<file path="src/rtl/instr_fetch_unit_if.sv">
// Instruction-memory bus between the fetch unit and instruction memory.
//   imem_req   : request, held high while a fetch is outstanding
//   imem_addr  : request address, stable for the whole request
//   imem_rdata : returned instruction word
//   imem_valid : imem_rdata is valid this cycle
// master = fetch unit, slave = instruction memory.
interface instr_fetch_unit_if #(
  parameter int ADDR_W = 5,
  parameter int DATA_W = 8
);
  logic              imem_req;
  logic [ADDR_W-1:0] imem_addr;
  logic [DATA_W-1:0] imem_rdata;
  logic              imem_valid;

  modport master (
    output imem_req,
    output imem_addr,
    input  imem_rdata,
    input  imem_valid
  );

  modport slave (
    input  imem_req,
    input  imem_addr,
    output imem_rdata,
    output imem_valid
  );
endinterface

</file>
<file path="src/rtl/instr_fetch_unit.sv">
// Fetch stage for the 4-state CPU control FSM. Owns the program counter and
// the instruction register, fetches words over a req/valid handshake with
// variable latency and a bounded wait, and applies the control strobes to PC.
// Ports:
//   clk, rst     : clock (rising edge), asynchronous active-high reset
//   fetch_start  : start a fetch (control FSM memIns_en)
//   pc_en        : increment PC
//   pc_load      : non-sequential PC update, qualified by jmp
//   jmp          : with pc_load, 1 = jump to operand, 0 = skip one word
//   halt         : freeze PC and block new fetches
//   imem         : instruction memory bus (master side)
//   opcode       : ir[DATA_W-1 -: 3]
//   operand      : ir[ADDR_W-1:0]
//   ir_valid     : ir holds a completed fetch
//   fetch_busy   : a fetch is outstanding
//   fetch_err    : sticky timeout flag, cleared only by rst
//   pc           : current program counter
module instr_fetch_unit #(
  parameter int ADDR_W  = 5,
  parameter int DATA_W  = 8,
  parameter int TIMEOUT = 16
) (
  input  logic                       clk,
  input  logic                       rst,
  input  logic                       fetch_start,
  input  logic                       pc_en,
  input  logic                       pc_load,
  input  logic                       jmp,
  input  logic                       halt,
  instr_fetch_unit_if.master         imem,
  output logic [2:0]                 opcode,
  output logic [ADDR_W-1:0]          operand,
  output logic                       ir_valid,
  output logic                       fetch_busy,
  output logic                       fetch_err,
  output logic [ADDR_W-1:0]          pc
);

  typedef enum logic [0:0] {
    S_IDLE = 1'b0,
    S_WAIT = 1'b1
  } state_t;

  localparam logic [ADDR_W-1:0] PC_ONE   = ADDR_W'(1);
  localparam logic [7:0]        CNT_LAST = 8'(TIMEOUT - 1);

  state_t            state_q, state_d;
  logic [7:0]        cnt_q, cnt_d;
  logic [DATA_W-1:0] ir_q, ir_d;
  logic              ir_valid_q, ir_valid_d;
  logic [ADDR_W-1:0] addr_q, addr_d;
  logic              err_q, err_d;
  logic [ADDR_W-1:0] pc_q, pc_d;

  always_ff @(posedge clk or posedge rst) begin
    if (rst) begin
      state_q    <= S_IDLE;
      cnt_q      <= '0;
      ir_q       <= '0;
      ir_valid_q <= 1'b0;
      addr_q     <= '0;
      err_q      <= 1'b0;
      pc_q       <= '0;
    end else begin
      state_q    <= state_d;
      cnt_q      <= cnt_d;
      ir_q       <= ir_d;
      ir_valid_q <= ir_valid_d;
      addr_q     <= addr_d;
      err_q      <= err_d;
      pc_q       <= pc_d;
    end
  end

  // Fetch FSM. The counter holds the number of WAIT cycles already spent
  // without a response; imem_valid on the last allowed cycle still wins.
  always_comb begin
    state_d    = state_q;
    cnt_d      = cnt_q;
    ir_d       = ir_q;
    ir_valid_d = ir_valid_q;
    addr_d     = addr_q;
    err_d      = err_q;
    unique case (state_q)
      S_IDLE: begin
        if (fetch_start && !halt) begin
          addr_d     = pc_q;
          ir_valid_d = 1'b0;
          cnt_d      = '0;
          state_d    = S_WAIT;
        end
      end
      S_WAIT: begin
        if (imem.imem_valid) begin
          ir_d       = imem.imem_rdata;
          ir_valid_d = 1'b1;
          state_d    = S_IDLE;
        end else if (cnt_q == CNT_LAST) begin
          err_d      = 1'b1;
          ir_valid_d = 1'b0;
          state_d    = S_IDLE;
        end else begin
          cnt_d = cnt_q + 8'd1;
        end
      end
      default: state_d = S_IDLE;
    endcase
  end

  // PC update: one update per edge, highest-priority strobe wins, so
  // pc_load together with pc_en never double-increments.
  always_comb begin
    pc_d = pc_q;
    if (halt) begin
      pc_d = pc_q;
    end else if (pc_load && jmp) begin
      pc_d = ir_q[ADDR_W-1:0];
    end else if (pc_load || pc_en) begin
      pc_d = pc_q + PC_ONE;
    end
  end

  // Request and busy decode from state so an async reset drops them at once.
  assign imem.imem_req  = (state_q == S_WAIT);
  assign imem.imem_addr = addr_q;
  assign fetch_busy     = (state_q == S_WAIT);
  assign opcode         = ir_q[DATA_W-1 -: 3];
  assign operand        = ir_q[ADDR_W-1:0];
  assign ir_valid       = ir_valid_q;
  assign fetch_err      = err_q;
  assign pc             = pc_q;

endmodule

</file>
<file path="src/flat_wrapper.sv">
// flat-port wrapper written by rule: the top's interface ports become plain ports
module instr_fetch_unit_flat 
#(
  parameter int ADDR_W  = 5,
  parameter int DATA_W  = 8,
  parameter int TIMEOUT = 16
)
  (clk, rst, fetch_start, pc_en, pc_load, jmp, halt, opcode, operand, ir_valid, fetch_busy, fetch_err, pc, imem_imem_req, imem_imem_addr, imem_imem_rdata, imem_imem_valid);
  instr_fetch_unit_if #(.ADDR_W(ADDR_W), .DATA_W(DATA_W)) imem_i ();
  input  logic clk;
  input  logic rst;
  input  logic fetch_start;
  input  logic pc_en;
  input  logic pc_load;
  input  logic jmp;
  input  logic halt;
  output logic [2:0] opcode;
  output logic [ADDR_W-1:0] operand;
  output logic ir_valid;
  output logic fetch_busy;
  output logic fetch_err;
  output logic [ADDR_W-1:0] pc;
  output wire logic [$bits(imem_i.imem_req)-1:0] imem_imem_req;
  output wire logic [$bits(imem_i.imem_addr)-1:0] imem_imem_addr;
  input wire logic [$bits(imem_i.imem_rdata)-1:0] imem_imem_rdata;
  input wire logic [$bits(imem_i.imem_valid)-1:0] imem_imem_valid;
  assign imem_imem_req = imem_i.imem_req;
  assign imem_imem_addr = imem_i.imem_addr;
  assign imem_i.imem_rdata = imem_imem_rdata;
  assign imem_i.imem_valid = imem_imem_valid;
  instr_fetch_unit #(.ADDR_W(ADDR_W), .DATA_W(DATA_W), .TIMEOUT(TIMEOUT)) u_core (.clk(clk), .rst(rst), .fetch_start(fetch_start), .pc_en(pc_en), .pc_load(pc_load), .jmp(jmp), .halt(halt), .imem(imem_i), .opcode(opcode), .operand(operand), .ir_valid(ir_valid), .fetch_busy(fetch_busy), .fetch_err(fetch_err), .pc(pc));
endmodule
</file>
<file path="config.mk">
export PLATFORM = sky130hd
export DESIGN_NAME = instr_fetch_unit_flat
export DESIGN_NICKNAME = d
export VERILOG_FILES = /design/src/rtl/instr_fetch_unit_if.sv /design/src/rtl/instr_fetch_unit.sv /design/src/flat_wrapper.sv
export SDC_FILE = /design/constraint.sdc
export NUM_CORES = 1
export LEC_CHECK = 0
export BUFFER_PORTS_ARGS = -buffer_cell sky130_fd_sc_hd__buf_2
export CORE_AREA = 8 8 65 67
export CTS_CLUSTER_DIAMETER = 100
export DETAILED_ROUTE_END_ITERATION = 8
export DIE_AREA = 0 0 73 75
export GPL_TIMING_DRIVEN = 0
export MAX_ROUTING_LAYER = met4
export PLACE_DENSITY = 0.7
export SYNTH_ARGS = -nofsm -noshare
export SYNTH_HDL_FRONTEND = slang
export SYNTH_SLANG_ARGS = --single-unit
export TNS_END_PERCENT = 10
</file>
<file path="constraint.sdc">
create_clock -name clk -period 1.5 [get_ports clk]
set_input_delay 0.45 -clock clk [delete_from_list [all_inputs] [get_ports clk]]
set_output_delay 0.45 -clock clk [all_outputs]
set_load 0.02 [all_outputs]
</file>
==> flow_summary.ini <==
[outcome]
status = finished, violations left
violations = negative setup slack

[place]
dpl_cell_area_um2 = 1662
place_congestion = 0.8135
dp.cells = 204
port_buffers = 35
dp_hpwl_mm = 2.267

[cells_and_area]
nFillCells = 277
drive_gt1_share_pct = 47.67
area_growth_pct = 29.05
seqCellArea_um2 = 729.5
diodes = 0
finalNonFillerCells = 218
fin_nets = 189
postLayoutCellArea_um2 = 1834
multi_input_area_um2 = 659.4
finalCoreUtilization_pct = 56.76

[setup_path]
ff2ff_setup_slack_ns = -0.04
endpoint_kind = flip-flop
critical_path_class = flip-flop to flip-flop
rr_startpoint = u_core.cnt_q[5]$_DFFE_PP0P_
cp_cell_sequence = or3_4 -> o311ai_4 -> mux2i_1
cp_data_arrival_time_ns = 1.78
path_max_fanout = 5
r2r-end = u_core.cnt_q[0]$_DFFE_PP0P_
crit_required_ns = 1.74
ff2ff_path_depth = 3
cp-start-kind = flip-flop
cp_slowest_stage_delay_ns = 0.42
critPathSlowestCell = or3_4

[drt]
routedWlPerCell_um = 14.99
initialDrtViolationCount = 46
via_count = 1165
routed_via_density = 5.344
routed_wl_mm = 3.267
post-route-drc-count = 0
detail-route-antenna-nets = 0
first_pass_iters = 4

[timing]
skew_ns = 0.005829
finalSetupViolations = 3
slew_violations = 0
rsz0062_at_grt = true
period_share_pct = 102.9
whs_ns = 0.3530
fin_ws_ns = -0.04330
finalHoldViolCount = 0
max_freq_ghz = 0.6480
finalCriticalPeriod_ns = 1.543
slew_headroom_pct = 24.71
worst_slew_pin_slew_ns = 1.128

[clock_network]
hold_buffers = 0
cts_tree = built
clk_path_buf_depth = 2
cts_buffers = 5
clockRootBuffer = clkbuf_4
clk_latency_ns = 0.32
clkTransAtPathRegs_ns = 0.09
h-tree-depth = 2
cts.sinks = 29

[hold_path]
whs_endpoint = u_core.ir_q[0]$_DFFE_PP0P_
worstHoldPathType = primary input to flip-flop
worstHoldStart = imem_imem_rdata[0]
hold_depth = 2

[synth]
synth-seq-cells = 29
synth_area_leaders = dfrtp_1, mux2_2, mux2i_1
synthCells = 123
synthDominantCellAreaShare_pct = 51.06
async_flop_share_pct = 100.0
yosysWarnings = 0
synth_ff_type = dfrtp_1
synthTopCellsByCount = dfrtp_1, mux2_2, nand2_1, nand3_1, mux2i_1
synth_edf_count = 0
syn_nets = 141
synthesis.area_um2 = 1421
post-synth-top-count-cell = dfrtp_1
synth_area_per_cell_um2 = 11.56
synth.largest_area_cell = dfrtp_1
synth_cell_type_count = 34
yosysSeqAreaShare_pct = 51.06

[grt]
grt_pass1_vias = 1170
grt_pass1_wl_mm = 5.395
antenna_found_initial = 0
grt.total_usage_pct = 13.15
grt_start_max_net_pins = 30
overflow = 0

[power]
p_seq_share_pct = 41.0
p_sw_uw = 1204
combPwrFrac_pct = 38.3
power.share.clock_pct = 20.7
p_int_uw = 2008
switching_share_pct = 37.48
p_leak_uw = 0.0008634
power_uw = 3212
power_density_nw_per_um2 = 1751
vdd_drop_max_mv = 0.8683

[run]
maxCapViolCount = 0

[floorplanning]
die_w_um = 73
die_y_um = 75
io_pins = 38
core_area_um2 = 3232
start_util_pct = 43.98
dieArea_um2 = 5475
num_rows = 21
-- routing by layer --
metal  global-route usage (%)  up-vias  wire length [um]
met5                        -        -                 0
met4                    6.222        0                62
li1                         -      553                 -
met2                    21.55       29              1650
met1                    14.55      576              1429
met3                    3.728        7               124
-- logic make-up after synthesis --
| group | Yosys count | share of synthesized area [%] |
|---|---|---|
| and+or+nand+nor | 35 | 13.29 |
| muxes | 21 | 16.02 |
| DFF | 29 | 51.06 |
| AOI/OAI and AO/OA | 24 | 13.20 |
| buffers and inverters | 12 | 4.666 |
| adders and majority gates | 2 | 1.760 |
-- state kept, by name, summed over array words and instances, names as in the netlist --
name,count
u_core.cnt_q,8
u_core.ir_valid,1
u_core.ir_q,8
u_core.fetch_busy,1
u_core.pc,5
u_core.imem.imem_addr,5
u_core.fetch_err,1
-- placed cells by master (no fill, tap or decap), types with 3 or more instances in the layout --
cell      count
a21oi_1       5
buf_2        35
buf_4         7
buf_6         3
clkbuf_1      3
clkbuf_4      5
dfrtp_1      26
dfrtp_2       3
inv_1         5
mux2_2       14
mux2i_1       7
nand2_1      10
nand3_1       9
o21ai_0       4
-- layout make-up --
cell class,instances,share of cell area [%]
timing repair buffer,41,12.35
clock inverter,1,1.637
clock buffer,7,3.001
buffer,7,3.138
multi-input combinational,82,35.95
sequential,29,39.77
tap,46,3.138
inverter,5,1.023
-- power by group through the flow --
stage	clock network (uW)	logic, uW	registers, uW
after CTS	679	1220	1300
after detailed placement	0	1130	1330
after floorplan	0	545	1520
after global placement	0	1100	1310
after global routing	722	1330	1350
final	664	1230	1320
-- worst max-delay path: cells and delay by family (launching register included) --
family / cells / cell delay [ns]
AND/OR/NAND/NOR: 1 / 0.42
AO/OA/AOI/OAI: 1 / 0.41
flip-flops: 1 / 0.38
multiplexers: 1 / 0.25
-- worst max path at each step --
stage / slack [ns] / from / end
after floorplan: -0.03 / u_core.fetch_busy$_DFF_PP0_ / u_core.cnt_q[2]$_DFFE_PP0P_
after global placement: -0.09 / imem_imem_valid / u_core.cnt_q[5]$_DFFE_PP0P_
after detailed placement: -0.13 / imem_imem_valid / u_core.cnt_q[5]$_DFFE_PP0P_
after CTS: -0.004 / u_core.fetch_busy$_DFF_PP0_ / u_core.cnt_q[3]$_DFFE_PP0P_
after global routing: -0.11 / u_core.cnt_q[5]$_DFFE_PP0P_ / u_core.cnt_q[0]$_DFFE_PP0P_
final: -0.04 / u_core.cnt_q[5]$_DFFE_PP0P_ / u_core.cnt_q[0]$_DFFE_PP0P_
-- stage by stage --
| stage | setup TNS [ns] | setup slack (ns) |
|---|---|---|
| floorplan | -0.06991 | -0.03496 |
| global placement | -0.3260 | -0.09330 |
| detailed placement | -0.8594 | -0.1348 |
| CTS | -0.004118 | -0.004118 |
| global route | -0.3566 | -0.1111 |
| finish | -0.09384 | -0.04330 |
-- repair_timing --
action	4_1_cts	5_1_grt
setup endpoints to repair	7	14
endpoints found under the hold margin	0	0
buffers inserted	6	0
gates resized for setup	3	10
pin swaps	1	4
(Power assumes the default switching activity.)
